### config.mk
export PLATFORM = sky130hd
export DESIGN_NAME = seq_ctrl
export DESIGN_NICKNAME = d
export VERILOG_FILES = /design/src/rtl/seq_ctrl.sv
export SDC_FILE = /design/constraint.sdc
export NUM_CORES = 1
export LEC_CHECK = 0
export BUFFER_PORTS_ARGS = -buffer_cell sky130_fd_sc_hd__buf_2
export CAP_MARGIN = 20
export CORE_MARGIN = 2
export CORE_UTILIZATION = 45
export CTS_CLUSTER_DIAMETER = 120
export DETAILED_ROUTE_END_ITERATION = 16
export GPL_ROUTABILITY_DRIVEN = 0
export HOLD_SLACK_MARGIN = 0.1
export PLACE_DENSITY = 0.74
export SYNTH_ARGS = -nofsm -noshare
export SYNTH_HDL_FRONTEND = slang
export SYNTH_SLANG_ARGS = --single-unit
### constraint.sdc
create_clock -name clk -period 3.8 [get_ports clk]
set_input_delay 0.19 -clock clk [delete_from_list [all_inputs] [get_ports clk]]
set_output_delay 0.19 -clock clk [all_outputs]
set_load 0.02 [all_outputs]
### src/rtl/seq_ctrl.sv
// rtl/seq_ctrl.sv - fetch/decode/execute sequencer for the 9-bit datapath
module seq_ctrl #(
    parameter int PC_W = 10
) (
    input  logic            clk,
    input  logic            rst_n,
    input  logic            start,
    output logic [PC_W-1:0] imem_addr,
    input  logic [8:0]      instr,
    output logic [2:0]      alu_cmd,
    input  logic            alu_flag,
    output logic [2:0]      rf_ra,
    output logic [2:0]      rf_rb,
    output logic            rf_we,
    output logic [2:0]      rf_wa,
    output logic            rf_wsel,
    output logic [5:0]      lut_idx,
    input  logic [PC_W-1:0] lut_tgt,
    output logic            dmem_req,
    output logic            dmem_we,
    input  logic            dmem_ack,
    output logic            done,
    output logic            flag_q
);

    typedef enum logic [2:0] {
        S_IDLE  = 3'd0,
        S_FETCH = 3'd1,
        S_EXEC  = 3'd2,
        S_MEM   = 3'd3,
        S_HALT  = 3'd4
    } state_t;

    localparam logic [2:0] OP_LSL = 3'b001;
    localparam logic [2:0] OP_BR  = 3'b010;
    localparam logic [2:0] OP_MEM = 3'b100;
    localparam logic [2:0] OP_SUB = 3'b110;
    localparam logic [2:0] OP_CMP = 3'b111;

    state_t          state_q, state_d;
    logic [PC_W-1:0] pc_q, pc_d, pc_inc;
    logic            flag_d;
    logic [2:0]      mem_r_q, mem_r_d;
    logic            mem_st_q, mem_st_d;

    logic [2:0] op, fld_r, fld_s;

    assign op        = instr[8:6];
    assign fld_r     = instr[5:3];
    assign fld_s     = instr[2:0];
    assign pc_inc    = pc_q + PC_W'(1);
    assign imem_addr = pc_q;

    always_ff @(posedge clk or negedge rst_n) begin
        if (!rst_n) begin
            state_q  <= S_IDLE;
            pc_q     <= '0;
            flag_q   <= 1'b0;
            mem_r_q  <= 3'd0;
            mem_st_q <= 1'b0;
        end else begin
            state_q  <= state_d;
            pc_q     <= pc_d;
            flag_q   <= flag_d;
            mem_r_q  <= mem_r_d;
            mem_st_q <= mem_st_d;
        end
    end

    always_comb begin
        state_d  = state_q;
        pc_d     = pc_q;
        flag_d   = flag_q;
        mem_r_d  = mem_r_q;
        mem_st_d = mem_st_q;
        alu_cmd  = 3'd0;
        rf_ra    = 3'd0;
        rf_rb    = 3'd0;
        rf_we    = 1'b0;
        rf_wa    = 3'd0;
        rf_wsel  = 1'b0;
        lut_idx  = 6'd0;
        dmem_req = 1'b0;
        dmem_we  = 1'b0;
        done     = 1'b0;

        case (state_q)
            S_IDLE, S_HALT: begin
                done = (state_q == S_HALT);
                if (start) begin
                    state_d = S_FETCH;
                    pc_d    = '0;
                    flag_d  = 1'b0;
                end
            end
            S_FETCH: state_d = S_EXEC;
            S_EXEC: begin
                case (op)
                    OP_BR: begin
                        lut_idx = instr[5:0];
                        pc_d    = flag_q ? lut_tgt : pc_inc;
                        state_d = S_FETCH;
                    end
                    OP_MEM: begin
                        case (instr[2:1])
                            2'b00, 2'b01: begin
                                // Operand register is captured so MEM does not depend on ROM output
                                rf_ra    = fld_r;
                                mem_r_d  = fld_r;
                                mem_st_d = instr[1];
                                state_d  = S_MEM;
                            end
                            2'b11:   state_d = S_HALT;
                            default: begin
                                pc_d    = pc_inc;
                                state_d = S_FETCH;
                            end
                        endcase
                    end
                    default: begin
                        alu_cmd = op;
                        rf_ra   = fld_r;
                        rf_rb   = fld_s;
                        rf_we   = (op != OP_CMP);
                        rf_wa   = fld_r;
                        if (op == OP_SUB || op == OP_CMP || op == OP_LSL) begin
                            flag_d = alu_flag;
                        end
                        pc_d    = pc_inc;
                        state_d = S_FETCH;
                    end
                endcase
            end
            S_MEM: begin
                dmem_req = 1'b1;
                dmem_we  = mem_st_q;
                rf_ra    = mem_r_q;
                if (dmem_ack) begin
                    rf_we   = !mem_st_q;
                    rf_wa   = mem_r_q;
                    rf_wsel = !mem_st_q;
                    pc_d    = pc_inc;
                    state_d = S_FETCH;
                end
            end
            default: state_d = S_IDLE;
        endcase
    end

endmodule

==> run_summary.xml, run 1 <==
<?xml version="1.0" encoding="UTF-8"?>
<metrics>
  <group name="synth">
    <metric name="synth-simple-area-share" unit="%">27.1</metric>
    <metric name="synthXorXnorAreaFrac" unit="%">0.614</metric>
    <metric name="synth_edf_count" unit="">0</metric>
    <metric name="synth_top_family_by_area" unit="">compound AO/OA/AOI/OAI gates</metric>
    <metric name="synth_nets" unit="">182</metric>
    <metric name="most_common_flop_cell_mapped_by_yosys" unit="">sky130_fd_sc_hd__dfrtp_1</metric>
    <metric name="synthAdderAreaFrac" unit="%">0.877</metric>
    <metric name="async_flop_share" unit="%">100</metric>
    <metric name="synth_compound_area_share" unit="%">27.9</metric>
    <metric name="synthesis.yosys.warnings" unit="">0</metric>
    <metric name="yosys.cell_types.count" unit="">42</metric>
    <metric name="synth_area" unit="um^2">1430</metric>
    <metric name="number_of_register_bits_inferred_by_synthesis" unit="">18</metric>
    <metric name="synth-seq-area-share" unit="%">31.6</metric>
    <metric name="post_synth.cell_area_avg" unit="um^2">9.09</metric>
    <metric name="syn_inst" unit="">157</metric>
    <metric name="synth.mux.area_fraction" unit="%">5.00</metric>
  </group>
  <group name="setup_path">
    <metric name="worstSetupEndpointType" unit="">output port</metric>
    <metric name="r2r_cells" unit="">4</metric>
    <metric name="timing.setup.critical_path_class" unit="">reg -&gt; out</metric>
    <metric name="r2r-end" unit="">imem_addr[6]$_DFFE_PN0P_</metric>
    <metric name="critPathRequiredTime" unit="ps">3610</metric>
    <metric name="reg2reg_from" unit="">state_q[1]$_DFFE_PN0P_</metric>
    <metric name="timing.critical_path.from_type" unit="">register</metric>
    <metric name="crit_path_max_fanout" unit="">15</metric>
    <metric name="crit_arrival" unit="ps">2250</metric>
    <metric name="origin_of_the_worst_setup_path" unit="">state_q[1]$_DFFE_PN0P_</metric>
    <metric name="register_to_register_setup_slack" unit="ps">1660</metric>
  </group>
  <group name="routing">
    <metric name="drt_first_pass_iters" unit="">4</metric>
    <metric name="drt.antenna.violating_nets" unit="">0</metric>
    <metric name="routed_via_density" unit="">5.83</metric>
    <metric name="drt-wirelength-per-cell" unit="um">14.8</metric>
    <metric name="iter_0_drt_violations" unit="">71</metric>
    <metric name="post_route_drc" unit="">0</metric>
    <metric name="detail_route.wirelength" unit="um">3770</metric>
    <metric name="vias" unit="">1487</metric>
  </group>
  <group name="clock_network">
    <metric name="cts-hold-fix-buffers" unit="">1</metric>
    <metric name="cts_clock_pin_slew_for_the_worst_setup_and_hold_paths" unit="ps">110</metric>
    <metric name="clock_tree.htree_level_count" unit="">1</metric>
    <metric name="cts_made_buffers" unit="">3</metric>
    <metric name="cts_tree" unit="">built</metric>
    <metric name="max-clock-path-buffers" unit="">2</metric>
    <metric name="clock_insertion_delay_worst_skew" unit="ps">290</metric>
    <metric name="ctsRootBufferMaster" unit="">sky130_fd_sc_hd__clkbuf_4</metric>
    <metric name="cts_setup_buffers" unit="">0</metric>
    <metric name="cts.sink_count" unit="">18</metric>
    <metric name="cts_resized" unit="">0</metric>
  </group>
  <group name="status">
    <metric name="outcome" unit="">complete, no violations</metric>
  </group>
  <group name="timing">
    <metric name="setup-violations-final" unit="">0</metric>
    <metric name="period_minus_slack" unit="ps">2440</metric>
    <metric name="worst-slew-pin-transition" unit="ps">887</metric>
    <metric name="post-route-period-util" unit="%">64.2</metric>
    <metric name="final_hold_fails" unit="">0</metric>
    <metric name="timing.final.ws_setup" unit="ps">1360</metric>
    <metric name="slew-limit-headroom" unit="%">40.7</metric>
    <metric name="slew_violations" unit="">0</metric>
    <metric name="timing.clock.skew" unit="ps">5.99</metric>
    <metric name="grt_setup_unrepaired" unit="">false</metric>
    <metric name="fin_setup_tns" unit="ps">0</metric>
    <metric name="fmax" unit="MHz">410</metric>
  </group>
  <group name="global_route">
    <metric name="global_route_wire_length_before_repair" unit="um">6200</metric>
    <metric name="grt_start_max_net_pins" unit="">19</metric>
    <metric name="antenna_found_initial" unit="">0</metric>
    <metric name="grt_overflow" unit="">0</metric>
    <metric name="grt_util_all_layers" unit="%">22.3</metric>
    <metric name="via_count_of_the_first_global_routing_pass" unit="">1301</metric>
  </group>
  <group name="worst_hold_path">
    <metric name="min_to" unit="">state_q[2]$_DFFE_PN0P_</metric>
    <metric name="hold_path_class" unit="">in -&gt; reg</metric>
    <metric name="hp-start" unit="">start</metric>
    <metric name="number_of_cells_on_the_worst_hold_path" unit="">2</metric>
  </group>
  <group name="layout">
    <metric name="mostFrequentLayoutCell" unit="">sky130_fd_sc_hd__buf_2</metric>
    <metric name="area_growth" unit="%">23.1</metric>
    <metric name="most_used_cells_in_the_layout_excluding_fill_and_tap_cells" unit="">57 x sky130_fd_sc_hd__buf_2, 18 x sky130_fd_sc_hd__dfrtp_1, 15 x sky130_fd_sc_hd__a22o_1, 11 x sky130_fd_sc_hd__and2_1</metric>
    <metric name="num-nets-final" unit="">237</metric>
    <metric name="diodes" unit="">0</metric>
    <metric name="final_core_utilization" unit="%">58.0</metric>
    <metric name="layout-drive-gt1-share" unit="%">35.5</metric>
  </group>
  <group name="floorplan">
    <metric name="rows" unit="">20</metric>
    <metric name="num_io_pins" unit="">58</metric>
    <metric name="die-area" unit="um^2">3640</metric>
    <metric name="die-width" unit="um">60.3</metric>
    <metric name="core_area" unit="um^2">3030</metric>
    <metric name="die_h" unit="um">60.3</metric>
    <metric name="initial_core_util" unit="%">47.1</metric>
  </group>
  <group name="place">
    <metric name="pre_cts_ws" unit="ps">1700</metric>
    <metric name="count_of_port_buffers_added_during_placement" unit="">57</metric>
    <metric name="dp.final_hpwl" unit="um">2820</metric>
  </group>
  <group name="run">
    <metric name="max-cap-violations" unit="">0</metric>
  </group>
  <group name="power">
    <metric name="pwr_density_cell" unit="nW/um^2">548</metric>
    <metric name="totalPowerFinal" unit="mW">0.962</metric>
    <metric name="max-vdd-ir-drop" unit="uV">323</metric>
    <metric name="static-leakage-power" unit="nW">0.882</metric>
  </group>
</metrics>
power by group:
group	internal (mW)	total, mW	switching, mW
Clock	0.0583	0.123	0.0643
Sequential	0.238	0.315	0.0776
Combinational	0.201	0.525	0.324
how the worst max path moves through the flow:
stage / end / cells past startpoint
2_1_floorplan: rf_we / 5
3_3_place_gp: rf_we / 5
3_5_place_dp: imem_addr[6]$_DFFE_PN0P_ / 4
4_1_cts: rf_we / 5
5_1_grt: rf_we / 5
6_report: rf_we / 5
synth_stat cells, drive strengths merged, types with 5 or more instances:
| cell | count | area, um^2 |
|---|---|---|
| nor2 | 7 | 26.3 |
| a22o | 15 | 131 |
| and3 | 9 | 56.3 |
| mux2 | 6 | 71.3 |
| a21oi | 6 | 30.0 |
| buf | 5 | 50.0 |
| nand3 | 8 | 40.0 |
| o211ai | 7 | 52.6 |
| and2 | 12 | 77.6 |
| dfrtp | 18 | 450 |
| nand2 | 9 | 33.8 |
| inv | 9 | 33.8 |
| o21ai | 6 | 37.5 |
sequential cells by signal (all words and copies together), names as in the netlist:
register	cells
mem_st_q	1
state_q	3
flag_q	1
mem_r_q	3
imem_addr	10
logic make-up (layout without fill, tap and decap cells):
kind of cell	Yosys count	after routing
xor gates and xnor gates	1	1
muxes	6	6
buffers and inverters	18	72
and+or+nand+nor	64	64
DFF	18	18
adders and majority gates	1	1
AOI/OAI and AO/OA	49	49
layout make-up:
type / count / area [um^2]
Clock buffer: 4 / 36.3
Fill cell: 266 / 1270
Inverter: 9 / 33.8
Multi-Input combinational cell: 121 / 877
Sequential cell: 18 / 450
Tap cell: 44 / 55.1
Timing Repair Buffer: 59 / 303
routing by layer:
layer | vias up | part of all wire [%] | track usage [%]
met5 | - | 0 | 0
met1 | 716 | 46 | 31.6
met4 | 0 | 0.50 | 2.86
met2 | 59 | 47 | 36.0
li1 | 710 | - | -
met3 | 2 | 5.9 | 4.55
critical path, stage by stage (launching register included):
cell and delay [ps]:
sky130_fd_sc_hd__dfrtp_1 490, sky130_fd_sc_hd__nor2b_1 750, sky130_fd_sc_hd__and2_1 320, sky130_fd_sc_hd__nand2_1 90, sky130_fd_sc_hd__o2bb2ai_1 140, sky130_fd_sc_hd__buf_2 180
metrics by stage:
| step | cell area (um^2) | std cells | hold slack (ps) |
|---|---|---|---|
| 2_1_floorplan | 1430 | 157 | -106 |
| 3_3_place_gp | 1710 | 250 | 158 |
| 3_5_place_dp | 1710 | 250 | 162 |
| 4_1_cts | 1760 | 255 | 116 |
| 5_1_grt | 1760 | 255 | 109 |
| 6_report | 1760 | 255 | 123 |
(Power assumes the default switching activity.)
==> run 2: changes to the inputs <==
==> constraint.sdc (replaced) <==
create_clock -name clk -period 2.3 [get_ports clk]
set_input_delay 0.115 -clock clk [delete_from_list [all_inputs] [get_ports clk]]
set_output_delay 0.115 -clock clk [all_outputs]
set_load 0.02 [all_outputs]
==> run 2 against run 1 <==
  * Clock skew decreased by 1.7 ps
  * Via count grew 3.4%
  * Sequential share of layout area fell by 0.95 points
  * Sequential power grew 65%
  * Worst hold slack got worse by 4.3 ps
  * Setup slack worse by 1100 ps
  * Wire length is 9.4% higher
  * First-iteration DRC count grew 42%
  * Register-to-register slack got worse by 1400 ps
  * Utilization rose by 2.2 points
==> run_summary.xml, run 2 (synthesis gave the netlist of run 1 again) <==
<?xml version="1.0" encoding="UTF-8"?>
<metrics>
  <group name="timing">
    <metric name="setup-violations-final" unit="">0</metric>
    <metric name="period_minus_slack" unit="ps">2080</metric>
    <metric name="worst-slew-pin-transition" unit="ps">511</metric>
    <metric name="fin_setup_tns" unit="ps">0</metric>
    <metric name="fmax" unit="MHz">480</metric>
    <metric name="post-route-period-util" unit="%">90.6</metric>
    <metric name="timing.clock.skew" unit="ps">4.26</metric>
    <metric name="final_hold_fails" unit="">0</metric>
    <metric name="slew_violations" unit="">0</metric>
    <metric name="grt_setup_unrepaired" unit="">false</metric>
    <metric name="slew-limit-headroom" unit="%">66.0</metric>
  </group>
  <group name="layout">
    <metric name="final_core_utilization" unit="%">60.2</metric>
    <metric name="diodes" unit="">0</metric>
    <metric name="largest_register_ffs" unit="">10</metric>
    <metric name="instances_no_fill" unit="">262</metric>
    <metric name="most_used_cells_in_the_layout_excluding_fill_and_tap_cells" unit="">57 x sky130_fd_sc_hd__buf_2, 18 x sky130_fd_sc_hd__dfrtp_1, 15 x sky130_fd_sc_hd__a22o_1, 11 x sky130_fd_sc_hd__and2_1</metric>
    <metric name="layout-drive-gt1-share" unit="%">35.8</metric>
    <metric name="seq_area" unit="um^2">450</metric>
    <metric name="area_growth" unit="%">27.8</metric>
    <metric name="mostFrequentLayoutCell" unit="">sky130_fd_sc_hd__buf_2</metric>
    <metric name="num-nets-final" unit="">244</metric>
    <metric name="fillers" unit="">288</metric>
    <metric name="area_occupied_by_multi_input_gates" unit="um^2">880</metric>
  </group>
  <group name="clock_network">
    <metric name="cts_setup_buffers" unit="">0</metric>
    <metric name="cts_tree" unit="">built</metric>
    <metric name="cts_made_buffers" unit="">3</metric>
    <metric name="cts.sink_count" unit="">18</metric>
    <metric name="clock_tree.htree_level_count" unit="">1</metric>
    <metric name="max-clock-path-buffers" unit="">2</metric>
    <metric name="ctsRootBufferMaster" unit="">sky130_fd_sc_hd__clkbuf_4</metric>
    <metric name="clock_insertion_delay_worst_skew" unit="ps">300</metric>
    <metric name="cts_clock_pin_slew_for_the_worst_setup_and_hold_paths" unit="ps">110</metric>
  </group>
  <group name="routing">
    <metric name="iter_0_drt_violations" unit="">101</metric>
    <metric name="drt-wirelength-per-cell" unit="um">15.7</metric>
    <metric name="drt.antenna.violating_nets" unit="">0</metric>
    <metric name="drt_first_pass_iters" unit="">4</metric>
    <metric name="post_route_drc" unit="">0</metric>
    <metric name="detail_route.wirelength" unit="um">4130</metric>
    <metric name="routed_via_density" unit="">5.87</metric>
    <metric name="vias" unit="">1537</metric>
  </group>
  <group name="floorplan">
    <metric name="die_h" unit="um">60.3</metric>
    <metric name="die-width" unit="um">60.3</metric>
    <metric name="core_area" unit="um^2">3030</metric>
    <metric name="num_io_pins" unit="">58</metric>
    <metric name="initial_core_util" unit="%">47.1</metric>
    <metric name="rows" unit="">20</metric>
    <metric name="die-area" unit="um^2">3640</metric>
  </group>
  <group name="setup_path">
    <metric name="crit_arrival" unit="ps">1970</metric>
    <metric name="crit_path_max_fanout" unit="">9</metric>
    <metric name="timing.critical_path.from_type" unit="">register</metric>
    <metric name="path_cells" unit="">nand2b_1 -&gt; nor2_1 -&gt; o21a_1 -&gt; a22o_1 -&gt; buf_2</metric>
    <metric name="worst-path-buf-inv" unit="">1</metric>
    <metric name="worstSetupEndpointType" unit="">output port</metric>
    <metric name="critical-path-max-stage-delay" unit="ps">500</metric>
    <metric name="cp_top_family" unit="">compound AO/OA/AOI/OAI gates</metric>
    <metric name="timing.critical_path.slowest_stage_cell" unit="">sky130_fd_sc_hd__dfrtp_1</metric>
    <metric name="critPathRequiredTime" unit="ps">2180</metric>
    <metric name="timing.setup.critical_path_class" unit="">reg -&gt; out</metric>
  </group>
  <group name="power">
    <metric name="static-leakage-power" unit="nW">0.913</metric>
    <metric name="pwr_density_cell" unit="nW/um^2">910</metric>
    <metric name="clock_power_share" unit="%">12.5</metric>
    <metric name="p_seq_share" unit="%">31.4</metric>
    <metric name="power.combinational.fraction" unit="%">56.2</metric>
    <metric name="p_int" unit="mW">0.852</metric>
    <metric name="p_sw" unit="mW">0.808</metric>
    <metric name="max-vdd-ir-drop" unit="uV">464</metric>
    <metric name="power_switching_share" unit="%">48.7</metric>
  </group>
  <group name="global_route">
    <metric name="via_count_of_the_first_global_routing_pass" unit="">1414</metric>
    <metric name="grtUsageMet2" unit="%">40.8</metric>
    <metric name="grt_start_max_net_pins" unit="">19</metric>
    <metric name="antenna_found_initial" unit="">0</metric>
    <metric name="global_route_wire_length_before_repair" unit="um">6630</metric>
    <metric name="global_route_track_usage_on_met3" unit="%">5.19</metric>
    <metric name="grt_overflow" unit="">0</metric>
    <metric name="met1_usage" unit="%">31.1</metric>
    <metric name="grt_util_all_layers" unit="%">23.9</metric>
    <metric name="globalRoute.busiestLayer" unit="">met2</metric>
  </group>
  <group name="status">
    <metric name="outcome" unit="">complete, no violations</metric>
  </group>
  <group name="run">
    <metric name="max-cap-violations" unit="">0</metric>
  </group>
  <group name="worst_hold_path">
    <metric name="hold_path_class" unit="">in -&gt; reg</metric>
  </group>
  <group name="place">
    <metric name="dp.final_hpwl" unit="um">3140</metric>
    <metric name="count_of_port_buffers_added_during_placement" unit="">57</metric>
    <metric name="dp_cells" unit="">252</metric>
  </group>
</metrics>
-- run 2: final timing paths --
path                                        startpoint  slack, ps                  endpoint  depth (start not counted)
worst max register to register  state_q[0]$_DFFE_PN0P_        250  imem_addr[9]$_DFFE_PN0P_                          4
min in group asynchronous                        rst_n        260    state_q[2]$_DFFE_PN0P_                          2
worst max-delay path            state_q[1]$_DFFE_PN0P_        220                  rf_wa[2]                          5
worst min-delay path                          instr[1]        120    state_q[2]$_DFFE_PN0P_                          3
max in group asynchronous                        rst_n       1740      mem_st_q$_DFFE_PN0P_                          2
worst min register to register  state_q[2]$_DFFE_PN0P_        520    state_q[1]$_DFFE_PN0P_                          1
-- run 2: layout make-up --
type                       count  share of cell area [%]
multi-input combinational    121                    48.2
sequential                    18                    24.7
timing repair buffer          66                    20.2
tap                           44                    3.02
clock buffer                   4                    1.99
inverter                       9                    1.85
-- run 2: timing repair --
| item | 4_1_cts | 5_1_grt |
|---|---|---|
| resized for setup | 0 | 1 |
| hold buffers | 6 | 0 |
| endpoints found under the hold margin | 23 | 0 |
| endpoints found under the setup margin | 0 | 1 |
-- run 2: per-stage QoR --
stage	setup slack (ps)	hold WS [ps]	total power, mW	instance area [um^2]
2_1_floorplan	493	-181	1.18	1430
3_3_place_gp	351	80.1	1.40	1720
3_5_place_dp	284	78.2	1.43	1720
4_1_cts	196	117	1.65	1820
5_1_grt	71.9	138	1.76	1820
6_report	217	118	1.66	1820
-- run 2: worst reg2reg max path, stage by stage, from the launching register on --
cell and delay (ps):
sky130_fd_sc_hd__dfrtp_1 550, sky130_fd_sc_hd__or4b_4 580, sky130_fd_sc_hd__o21ai_2 390, sky130_fd_sc_hd__o211ai_1 170
sky130_fd_sc_hd__a22o_1 260
-- run 2: layer usage --
metal	vias to the layer above	routed length (um)
met3	6	256
li1	724	-
met2	68	2070
met5	-	0
met4	0	38
met1	739	1760
-- run 2: power by group through the flow --
stage / combinational [mW] / sequential [mW] / clock (mW)
6_report: 0.932 / 0.521 / 0.207
5_1_grt: 1.00 / 0.538 / 0.220
4_1_cts: 0.924 / 0.516 / 0.211
3_5_place_dp: 0.910 / 0.522 / 0
3_3_place_gp: 0.884 / 0.515 / 0
2_1_floorplan: 0.668 / 0.512 / 0
